### config.mk
export PLATFORM = sky130hd
export DESIGN_NAME = ballot_collector
export DESIGN_NICKNAME = d
export VERILOG_FILES = /design/src/rtl/ballot_collector.sv
export SDC_FILE = /design/constraint.sdc
export NUM_CORES = 1
export LEC_CHECK = 0
export CORE_ASPECT_RATIO = 0.5
export CORE_MARGIN = 1
export CORE_UTILIZATION = 31
export CTS_CLUSTER_SIZE = 24
export DETAILED_ROUTE_END_ITERATION = 10
export GPL_ROUTABILITY_DRIVEN = 0
export PLACE_DENSITY_LB_ADDON = 0.1
export SYNTH_ARGS = -nofsm -noshare
export SYNTH_HDL_FRONTEND = slang
export SYNTH_SLANG_ARGS = --single-unit
### constraint.sdc
create_clock -name clk -period 2.5 [get_ports clk]
set_input_delay 0.5 -clock clk [delete_from_list [all_inputs] [get_ports clk]]
set_output_delay 0.5 -clock clk [all_outputs]
set_load 0.1 [all_outputs]
### src/rtl/ballot_collector.sv
// Session controller in front of the 4-voter majority decoder. It collects one
// ballot per voter, freezes the yes-vector, and latches the decoder's verdict.
//
// state  | meaning
// IDLE   | no session since reset; votes cleared, no ballots taken
// OPEN   | poll open; ballots accepted, timeout timer running
// SETTLE | votes frozen for one cycle while the decoder output settles
// DONE   | verdict latched and held until the next open_poll
module ballot_collector #(
  parameter int TIMEOUT_CYCLES = 1000,
  parameter int CNT_W          = 10
) (
  input  logic       clk,
  input  logic       rst,
  input  logic       open_poll,
  input  logic       close_poll,
  input  logic       ballot_valid,
  output logic       ballot_ready,
  input  logic [1:0] ballot_id,
  input  logic       ballot_yes,
  output logic [3:0] votes,
  input  logic [2:0] verdict_in,
  output logic [2:0] result,
  output logic       result_valid,
  output logic [3:0] cast_mask,
  output logic       reject,
  output logic       error
);

  localparam logic [1:0] S_IDLE   = 2'd0;
  localparam logic [1:0] S_OPEN   = 2'd1;
  localparam logic [1:0] S_SETTLE = 2'd2;
  localparam logic [1:0] S_DONE   = 2'd3;

  localparam logic [CNT_W-1:0] TIMER_LAST = CNT_W'(TIMEOUT_CYCLES - 1);

  logic [1:0]       state;
  logic [CNT_W-1:0] timer;

  logic [3:0] id_onehot;
  logic [3:0] mask_nxt;
  logic       accept;
  logic       dup;
  logic       exit_open;
  logic       verdict_ok;

  assign ballot_ready = (state == S_OPEN);

  always_comb begin
    id_onehot = 4'b0001 << ballot_id;
    accept    = ballot_valid & ballot_ready;
    dup       = accept & (|(cast_mask & id_onehot));
    mask_nxt  = accept ? (cast_mask | id_onehot) : cast_mask;
    // The fourth ballot closes the poll in the same cycle it is accepted.
    exit_open = close_poll | (mask_nxt == 4'b1111) | (timer == TIMER_LAST);
    case (verdict_in)
      3'b100, 3'b010, 3'b001: verdict_ok = 1'b1;
      default:                verdict_ok = 1'b0;
    endcase
  end

  always_ff @(posedge clk) begin
    if (rst) begin
      state        <= S_IDLE;
      timer        <= '0;
      votes        <= '0;
      cast_mask    <= '0;
      result       <= '0;
      result_valid <= 1'b0;
      error        <= 1'b0;
      reject       <= 1'b0;
    end else begin
      reject <= 1'b0;
      case (state)
        S_IDLE, S_DONE: begin
          if (open_poll) begin
            state        <= S_OPEN;
            timer        <= '0;
            votes        <= '0;
            cast_mask    <= '0;
            result       <= '0;
            result_valid <= 1'b0;
            error        <= 1'b0;
          end
        end
        S_OPEN: begin
          if (timer != TIMER_LAST) timer <= timer + CNT_W'(1);
          if (accept && !dup) begin
            cast_mask        <= mask_nxt;
            votes[ballot_id] <= ballot_yes;
          end
          reject <= dup;
          if (exit_open) state <= S_SETTLE;
        end
        S_SETTLE: begin
          result       <= verdict_ok ? verdict_in : 3'b000;
          error        <= ~verdict_ok;
          result_valid <= 1'b1;
          state        <= S_DONE;
        end
        default: state <= S_IDLE;
      endcase
    end
  end

endmodule

==> flow_metrics.tcl <==
set metrics [dict create \
    seq_area_frac_synth_pct 40.3 \
    timing.final.crit_share_pct 81.8 \
    clock_sinks 26 \
    fin_ws_ps 454 \
    core-area_um2 3940 \
    fin_util_pct 40.8 \
    drc 0 \
    post-place-ws_ps 223 \
    crit_fanout 17 \
    dp_cells 229 \
    relSlewSlack_pct 58.3 \
    wl_per_cell_um 11.9 \
    cp_slowest_cell "ha_1" \
    final_area_um2 1610 \
    grt_pass1_wl_um 4490 \
    clk_pin_slew_ps 90 \
    cts_setup_buffers 0 \
    hold_violations 0 \
    cp.arrival_ps 2240 \
    wirelength_um 2770 \
    reg2reg_from "state[1]" \
    vias 1148 \
    power_density_nw_per_um2 852 \
    peakVddDrop_mv 0.272 \
    drt-initial-drc-count 43 \
    root_buffer "clkbuf_8" \
    cp-startpoint "state[1]" \
    placed_area_um2 1570 \
    holdCritPathClass "reg2reg" \
    row_count 16 \
    htreeDepth 1 \
    clock_path_buffers 2 \
    tritoncts "yes" \
    whs_ps 481 \
    syn_inst 154 \
    syn_nets 168 \
    setup_tns_ps 0 \
    start_kind "register" \
    multi_input_area_um2 723 \
    track_usage_pct 13.2 \
    syn_area_per_cell_um2 8.38 \
    report.final.slew_viol_count 0 \
    ant_nets 0 \
    drt_pass1_iterations 4 \
    area_growth_pct 24.5 \
    finalPower_mw 1.37 \
    grt_max_degree 18 \
    fin_cells 232 \
    power_leakage_nw 0.610 \
    viasPerCell 4.95 \
    die_x_um 93.3 \
    regArea_um2 520 \
    nets 194 \
    antenna_found_initial 0 \
    drive_gt1_share_pct 12.9 \
    clock_skew_ps 1.15 \
    yosys_register_bits 26 \
    maxCapViolCount 0 \
    worst-setup-path-type "reg2reg" \
    fillers 405 \
    cp_cell_sequence "inv_1 > ha_1 > mux2_2 > nand4_1 > or3_1 > a21oi_1" \
    io_buffers 25 \
    first_global_vias 969 \
    dpl.hpwl_um 2050 \
    hold_buffers 0 \
    cts_resized 0 \
    yosysUniqueCellTypes 40 \
    cts_buffers 3 \
    slowest_delay_ps 530 \
    yosys_warnings 0 \
    rsz0062_at_grt "false" \
    worstPathRequired_ps 2690 \
    diodes 0 \
    cp_top_family "simple AND/OR/NAND/NOR gates" \
    ios 26 \
    tightest_slew_ps 623 \
    grt-ovfl-total 0 \
    worst-path-buf-inv 1 \
    clk_latency_ps 270 \
    setup-violations-final 0 \
    die_h_um 47.6 \
    initial_core_util_pct 32.7 \
    worst_setup_path_end_kind "register" \
    fmax_mhz 489 \
    dieArea_um2 4440 \
    fin_crit_ps 2050 \
    status "complete, no violations" \
    synth_area_um2 1290 \
    min-delay-start "votes[2]" \
]
[metal layers]
metal / track usage [%] / part of all wire, %
met1: 18.1 / 54
met2: 20.9 / 42
met3: 4.76 / 3.3
met4: 1.85 / 0.69
met5: 0 / 0
[kinds of logic (layout without fill, tap and decap cells)]
group                    count (synthesis)  count (layout)  synth area share (%)
XOR/XNOR                                 9               9                  6.10
multiplexers                             2               2                  2.62
AND/OR/NAND/NOR                         72              72                  28.1
flip-flops                              26              26                  40.3
AO/OA/AOI/OAI                           32              32                  16.3
adder cells (fa/ha/maj)                  3               3                  2.91
buffers and inverters                   10              34                  3.68
[registers in the layout, indices dropped and copies added (netlist names)]
register / cells
result_valid: 1
reject: 1
votes: 4
timer: 10
error: 1
cast_mask: 4
state: 2
result: 3
[where the power goes]
part           internal [mW]  switching (mW)
registers              0.453          0.0263
logic                  0.203           0.448
clock network          0.108           0.130
total                  0.765           0.605
[cell type report]
| class | instances | share of cell area, % |
|---|---|---|
| inverters | 4 | 0.934 |
| flip-flops and latches | 26 | 32.4 |
| repair buffers | 27 | 14.9 |
| clock buffers | 3 | 2.57 |
| multi-input cells | 118 | 45.0 |
| well taps | 54 | 4.20 |
[worst paths after layout]
check	endpoint	slack (ps)	cells past startpoint
max	votes[2]	450	6
min	votes[2]	480	2
max reg2reg	votes[2]	450	6
min reg2reg	votes[2]	480	2
[Yosys cell counts]
| cell | count | area, um2 |
|---|---|---|
| a211oi_1 | 1 | 7.51 |
| a21oi_1 | 8 | 40.0 |
| a22oi_1 | 1 | 7.51 |
| a311o_1 | 1 | 10.0 |
| a31oi_1 | 1 | 6.26 |
| a32oi_1 | 3 | 26.3 |
| and2_1 | 5 | 31.3 |
| and3_1 | 4 | 25.0 |
| and4_1 | 1 | 8.76 |
| buf_1 | 1 | 3.75 |
| buf_2 | 1 | 5.00 |
| buf_6 | 1 | 11.3 |
| clkbuf_1 | 2 | 7.51 |
| clkbuf_2 | 1 | 5.00 |
| dfxtp_1 | 26 | 521 |
| ha_1 | 3 | 37.5 |
| inv_1 | 4 | 15.0 |
| mux2_2 | 1 | 11.3 |
| mux4_2 | 1 | 22.5 |
| nand2_1 | 13 | 48.8 |
| nand2b_1 | 4 | 25.0 |
| nand3_1 | 3 | 15.0 |
| nand3b_1 | 1 | 7.51 |
| nand4_1 | 5 | 31.3 |
| nor2_1 | 23 | 86.3 |
| nor2b_1 | 4 | 25.0 |
| nor3_1 | 1 | 5.00 |
| nor3b_1 | 2 | 15.0 |
| nor4_1 | 1 | 6.26 |
| o21a_1 | 5 | 37.5 |
| o21ai_0 | 7 | 35.0 |
| o21bai_1 | 1 | 7.51 |
| o22ai_1 | 1 | 6.26 |
| o31ai_1 | 2 | 15.0 |
| o41a_1 | 1 | 11.3 |
| or2_2 | 1 | 6.26 |
| or2b_1 | 1 | 7.51 |
| or3_1 | 3 | 18.8 |
| xnor2_1 | 4 | 35.0 |
| xor2_1 | 5 | 43.8 |
[worst min-delay path, stage by stage, from the launching register on]
cell     delay, ps
dfxtp_1        320
o21ai_0         70
a21oi_1         60
[placed cells by master, fill, tap and decap left out, types with 2 or more instances in the layout]
cell             netlist  layout
and3_1                 4       4
nor2b_1                4       4
nand2b_1               4       4
clkdlybuf4s50_1        0      10
or3_1                  3       3
o31ai_1                2       2
o21a_1                 5       5
xor2_1                 5       5
o21ai_0                7       7
xnor2_1                4       4
clkbuf_8               0       3
nor3b_1                2       2
nand2_1               13      13
buf_4                  0      16
dfxtp_1               26      26
inv_1                  4       4
and2_1                 5       5
a21oi_1                8       8
nand3_1                3       3
nor2_1                23      23
a32oi_1                3       3
ha_1                   3       3
nand4_1                5       5
No activity file was read; power rests on OpenSTA's default activity.
